===== config.mk =====
export PLATFORM = sky130hd
export DESIGN_NAME = hififo_ctrl_regs
export DESIGN_NICKNAME = d
export VERILOG_FILES = /design/src/rtl/hififo_ctrl_regs.sv
export SDC_FILE = /design/constraint.sdc
export NUM_CORES = 1
export LEC_CHECK = 0
export ABC_CLOCK_PERIOD_IN_PS = 2570
export BUFFER_PORTS_ARGS = -buffer_cell sky130_fd_sc_hd__buf_4
export CORE_AREA = 2 2 150 152
export DETAILED_ROUTE_END_ITERATION = 8
export DIE_AREA = 0 0 152 154
export RECOVER_POWER = 25
export SLEW_MARGIN = 20
export SYNTH_ARGS = -nofsm -noshare
export SYNTH_HDL_FRONTEND = slang
export SYNTH_SLANG_ARGS = --single-unit

===== constraint.sdc =====
create_clock -name clock -period 2.57 [get_ports clock]
set_clock_uncertainty 0.1 [all_clocks]
set_input_delay 0.514 -clock clock [delete_from_list [all_inputs] [get_ports clock]]
set_output_delay 0.514 -clock clock [all_outputs]
set_load 0.05 [all_outputs]

===== src/rtl/hififo_ctrl_regs.sv =====
// Control/status registers for the PCIe-to-FIFO bridge: PIO write decode,
// per-channel FIFO resets, interrupt status/mask and a read-completion FSM.
module hififo_ctrl_regs #(
    parameter int unsigned       NCHAN     = 8,
    parameter logic [NCHAN-1:0]  ENABLE    = '1,
    parameter logic [31:0]       BUILDTIME = 32'd0
) (
    input  logic                  clock,
    input  logic                  reset,
    input  logic                  wr_valid,
    input  logic [5:0]            wr_addr,
    input  logic [63:0]           wr_data,
    input  logic                  rr_valid,
    input  logic [7:0]            rr_addr,
    output logic                  rr_ready,
    output logic                  rc_valid,
    input  logic                  rc_ready,
    output logic [31:0]           rc_data,
    input  logic [32*NCHAN-1:0]   status,
    input  logic [NCHAN-1:0]      irq_in,
    output logic [NCHAN-1:0]      fifo_reset,
    output logic                  interrupt,
    input  logic                  interrupt_rdy
);
    typedef enum logic [2:0] {S_IDLE, S_LOOKUP, S_RESP, S_ACK, S_HOLD} state_t;

    state_t            state, state_nx;
    logic [NCHAN-1:0]  fifo_rst_q, irq_status, irq_mask;
    logic [NCHAN-1:0]  wdata, fr_nx, mask_nx, w1c, cor, unmask;
    logic [4:0]        rd_idx;
    logic [31:0]       rd_val;
    logic              pend;
    logic              unused_bits;

    assign wdata       = wr_data[NCHAN-1:0];
    assign fifo_reset  = fifo_rst_q;
    assign unused_bits = ^{wr_data, rr_addr[7:6], rr_addr[0]};

    always_comb begin
        fr_nx   = fifo_rst_q;
        mask_nx = irq_mask;
        w1c     = '0;
        unmask  = '0;
        if (wr_valid) begin
            case (wr_addr)
                6'd3: fr_nx = fifo_rst_q | wdata;
                6'd4: fr_nx = fifo_rst_q & ~wdata;
                6'd5: begin
                    mask_nx = wdata;
                    unmask  = wdata & ~irq_mask & irq_status & ENABLE;
                end
                6'd6: w1c = wdata;
                default: ;
            endcase
        end
        // Disabled channels are held in reset regardless of writes.
        fr_nx = fr_nx | ~ENABLE;
    end

    assign pend = (|(irq_in & irq_mask & ENABLE)) | (|unmask);
    assign cor  = (state == S_LOOKUP && rd_idx == 5'd0) ? irq_status : '0;

    always_comb begin
        rd_val = '0;
        case (rd_idx)
            5'd0:       rd_val[NCHAN-1:0] = irq_status;
            5'd1:       rd_val[NCHAN-1:0] = ENABLE;
            5'd2:       rd_val = BUILDTIME;
            5'd3, 5'd4: rd_val[NCHAN-1:0] = fifo_rst_q;
            5'd5:       rd_val[NCHAN-1:0] = irq_mask & ENABLE;
            5'd6:       rd_val = 32'(NCHAN);
            default: ;
        endcase
        for (int unsigned i = 0; i < NCHAN; i++) begin
            if (rd_idx == 5'(16 + i) && ENABLE[i]) rd_val = status[32*i +: 32];
        end
    end

    always_comb begin
        state_nx = state;
        unique case (state)
            S_IDLE:   if (rr_valid) state_nx = S_LOOKUP;
            S_LOOKUP: state_nx = S_RESP;
            S_RESP:   if (rc_ready) state_nx = S_ACK;
            S_ACK:    state_nx = S_HOLD;
            S_HOLD:   state_nx = S_IDLE;
            default:  state_nx = S_IDLE;
        endcase
    end

    always_ff @(posedge clock) begin
        if (reset) begin
            state      <= S_IDLE;
            fifo_rst_q <= '1;
            irq_status <= '0;
            irq_mask   <= '1;
            interrupt  <= 1'b0;
            rc_valid   <= 1'b0;
            rc_data    <= '0;
            rr_ready   <= 1'b0;
            rd_idx     <= '0;
        end else begin
            state      <= state_nx;
            fifo_rst_q <= fr_nx;
            irq_mask   <= mask_nx;
            // New pulses override any clear landing in the same cycle.
            irq_status <= (irq_status & ~w1c & ~cor) | (irq_in & ENABLE);
            interrupt  <= interrupt ? ~interrupt_rdy : pend;
            rr_ready   <= (state == S_RESP) && rc_ready;
            if (state == S_IDLE && rr_valid) rd_idx <= rr_addr[5:1];
            if (state == S_LOOKUP) begin
                rc_data  <= rd_val;
                rc_valid <= 1'b1;
            end else if (state == S_RESP && rc_ready) begin
                rc_valid <= 1'b0;
            end
        end
    end
endmodule


==> reports/results.ini <==
[floorplan]
coreArea_um2=21700
initial_utilization_pct=24.6
ios=391
die_w_um=152
die_h_um=154
num_rows=54
die-area_um2=23400

[logic_synthesis]
synth_cells=698
ys_async_sr_fraction_pct=0
yosys_warnings=0
syn-num-nets=1046
synth_top_area_share_pct=25.2
ys_top_cells_by_area=dfxtp_1 25%, mux4_2 6.8%, nor2_1 6.0%, a21oi_1 5.9%, mux2i_1 4.7%
synth-edff-count=0
synth_cell_types=67
ys.flop_type=dfxtp_1
yosys.area.top_type=dfxtp_1
synth_area_um2=5330
syn_area_per_cell_um2=7.63
ys_ff_latch=67
yosysSeqAreaShare_pct=25.2

[critical_path]
r2r-start=rd_idx[2]$_SDFFE_PP0P_
cp_data_required_time_ns=2.71
cp-start-kind=register
reg2reg_to=rc_data[16]$_SDFFE_PP0P_
r2r_slack_ns=0.29
arrival_ns=2.42
max_stage_delay_ns=0.52
crit_type=register to register
critPathBufInv=4
critPathCaptureType=register
timing.critical_path.mode_cell=buf_4
path_cells=buf_4 > buf_4 > nand3b_1 > buf_4 > nor3_2 > buf_4 > a21oi_1 > nor4_1
worstRegToRegCells=8
slowest_stage=dfxtp_1
critPathMaxFanout=23
cp_top_family=buffers and inverters

[sta]
setup_ws_ns=0.289
rsz0062_at_grt=false
period_share_pct=88.8
finalHoldViolCount=0
setup_viol=0
post-route-min-period_ns=2.28
setup_tns_ns=0
clock.fmax_mhz=438
relSlewSlack_pct=9.31
worst_pin_slew_ns=1.36
drv_slew=0

[final_layout]
nets=1352
n_fill_cell=2342
drive_gt1_share_pct=38.8
synthToLayoutAreaGrowth_pct=55.8

[drt]
routed-via-count=6840
drtAntennaViolNets=0
drc=0
routedWlPerCell_um=20.5
vias_per_cell=5.30
wl_um=26400
drt_iter0_drc=444
drt_pass1_iterations=5

[cts]
cts-htree-levels=3
post_cts_buffers=0
cts_resized=0
clk_pin_slew_worst_paths_ns=0.06
cts_sinks=67
tritoncts=yes
clockRootBuffer=clkbuf_16
cts_buffers=9
clock_latency_ns=0.35
hold_buffers=0
cts.path.max_buffers=2

[worst_hold_path]
worstHoldPathType=primary input to register
holdPathStages=2
hold_path_end=interrupt$_SDFF_PP0_
timing.hold.worst.start=interrupt_rdy

[grt]
antenna_found_initial=2
grt-ovfl-total=0
grt_start_max_net_pins=54
grt_pass1_wl_um=39400
track_usage_pct=21.5
grt_pass1_vias=6577

[power]
power.leakage_nw=3.34
peakVddDrop_v=0.000300
pwr_density_cell_nw_per_um2=444

[flow_run]
drv_cap=0

[run_status]
outcome=finished clean

[placement]
gp_congestion=0.873
hpwl_um=21000
pre_cts_slack_ns=0.356
io_buffers=331

area by class of cell:
class / instances / area (um2) / share of cell area (%)
Sequential cell: 67 / 1350 / 16.2
Clock buffer: 9 / 225 / 2.71
Tap cell: 280 / 350 / 4.22
Multi-Input combinational cell: 557 / 3640 / 43.8
Inverter: 7 / 26.3 / 0.317
Antenna cell: 1 / 2.50 / 0.0301
Clock inverter: 7 / 50.0 / 0.603
Timing Repair Buffer: 362 / 2660 / 32.0
synth_stat cells (4+ instances only):
cell type,n
a2111oi_0,4
nand2b_1,12
a32oi_1,4
o2bb2ai_1,6
o22ai_1,13
nor3_1,42
o21ai_0,45
nand3_1,8
nand3b_1,15
a211oi_1,23
a21oi_1,63
a22o_1,8
nand2_1,56
and3_1,4
a221oi_1,4
a221o_1,15
inv_1,6
clkbuf_1,27
a31oi_1,9
mux2i_1,25
a311o_1,8
nor2b_1,8
or4_1,4
nor4_1,22
a21boi_0,5
buf_2,33
o21ai_1,4
dfxtp_1,67
nor2_1,85
mux4_2,16
nor4b_1,4
stage by stage:
step           hold WS (ns)  area, um2  power [mW]  utilization [%]  instances
6_report              0.259       8300        3.69             38.3       1290
5_1_grt               0.265       8300        3.89             38.3       1290
4_1_cts               0.248       8380        3.76             38.6       1289
3_5_place_dp          0.348       8100        2.56             37.3       1273
3_3_place_gp          0.335       8100        2.55             37.3       1273
2_1_floorplan         0.373       5330        1.92                -        698
placed cells by master (no fill, tap or decap), types with 4 or more instances in the layout:
| master | count |
|---|---|
| nand2b_1 | 12 |
| clkbuf_1 | 19 |
| and3_1 | 4 |
| a311o_1 | 8 |
| clkbuf_16 | 9 |
| mux4_2 | 16 |
| a2111oi_0 | 4 |
| o21ai_1 | 4 |
| nor4b_1 | 5 |
| nand3_1 | 8 |
| o21ai_0 | 45 |
| a211oi_1 | 23 |
| inv_1 | 6 |
| a221o_1 | 15 |
| o22ai_1 | 13 |
| or4_1 | 4 |
| nor2_1 | 85 |
| nand3b_1 | 15 |
| a21oi_1 | 63 |
| a221oi_1 | 4 |
| buf_4 | 342 |
| nor4_1 | 22 |
| a32oi_1 | 4 |
| o2bb2ai_1 | 6 |
| nand2_1 | 56 |
| nor2b_1 | 8 |
| a21boi_0 | 5 |
| nor3_1 | 41 |
| dfxtp_1 | 65 |
| a22o_1 | 8 |
| a31oi_1 | 9 |
| mux2i_1 | 25 |
cells by family after synthesis:
| logic type | synth area share, % |
|---|---|
| multiplexers | 11.7 |
| AO/OA/AOI/OAI | 29.2 |
| flip-flops | 25.2 |
| buffers and inverters | 6.48 |
| XOR/XNOR | 0.164 |
| AND/OR/NAND/NOR | 27.2 |
how the worst max path moves through the flow:
stage,startpoint,cells past startpoint,to
floorplan,rd_idx[0]$_SDFFE_PP0P_,6,rc_data[21]$_SDFFE_PP0P_
global placement,rd_idx[0]$_SDFFE_PP0P_,5,irq_status[7]$_SDFF_PP0_
detailed placement,rd_idx[2]$_SDFFE_PP0P_,8,rc_data[9]$_SDFFE_PP0P_
CTS,rd_idx[0]$_SDFFE_PP0P_,5,irq_status[6]$_SDFF_PP0_
global route,rd_idx[2]$_SDFFE_PP0P_,8,rc_data[27]$_SDFFE_PP0P_
finish,rd_idx[2]$_SDFFE_PP0P_,8,rc_data[16]$_SDFFE_PP0P_
per-layer routing:
layer  global-route usage (%)  vias up  wire [um]
met5                        0        -         16
met4                     6.63        2        617
met3                     4.93       38       1940
met2                     37.8      316      13200
met1                     26.2     3206      10700
li1                         -     3278          -
where the power goes:
| group | internal [mW] | switching [mW] | leakage [nW] |
|---|---|---|---|
| logic | 0.633 | 0.714 | 2.66 |
| clock network | 0.658 | 0.521 | 0.137 |
| registers | 1.09 | 0.0676 | 0.548 |
| total | 2.39 | 1.30 | 3.34 |
(Power assumes the default switching activity.)
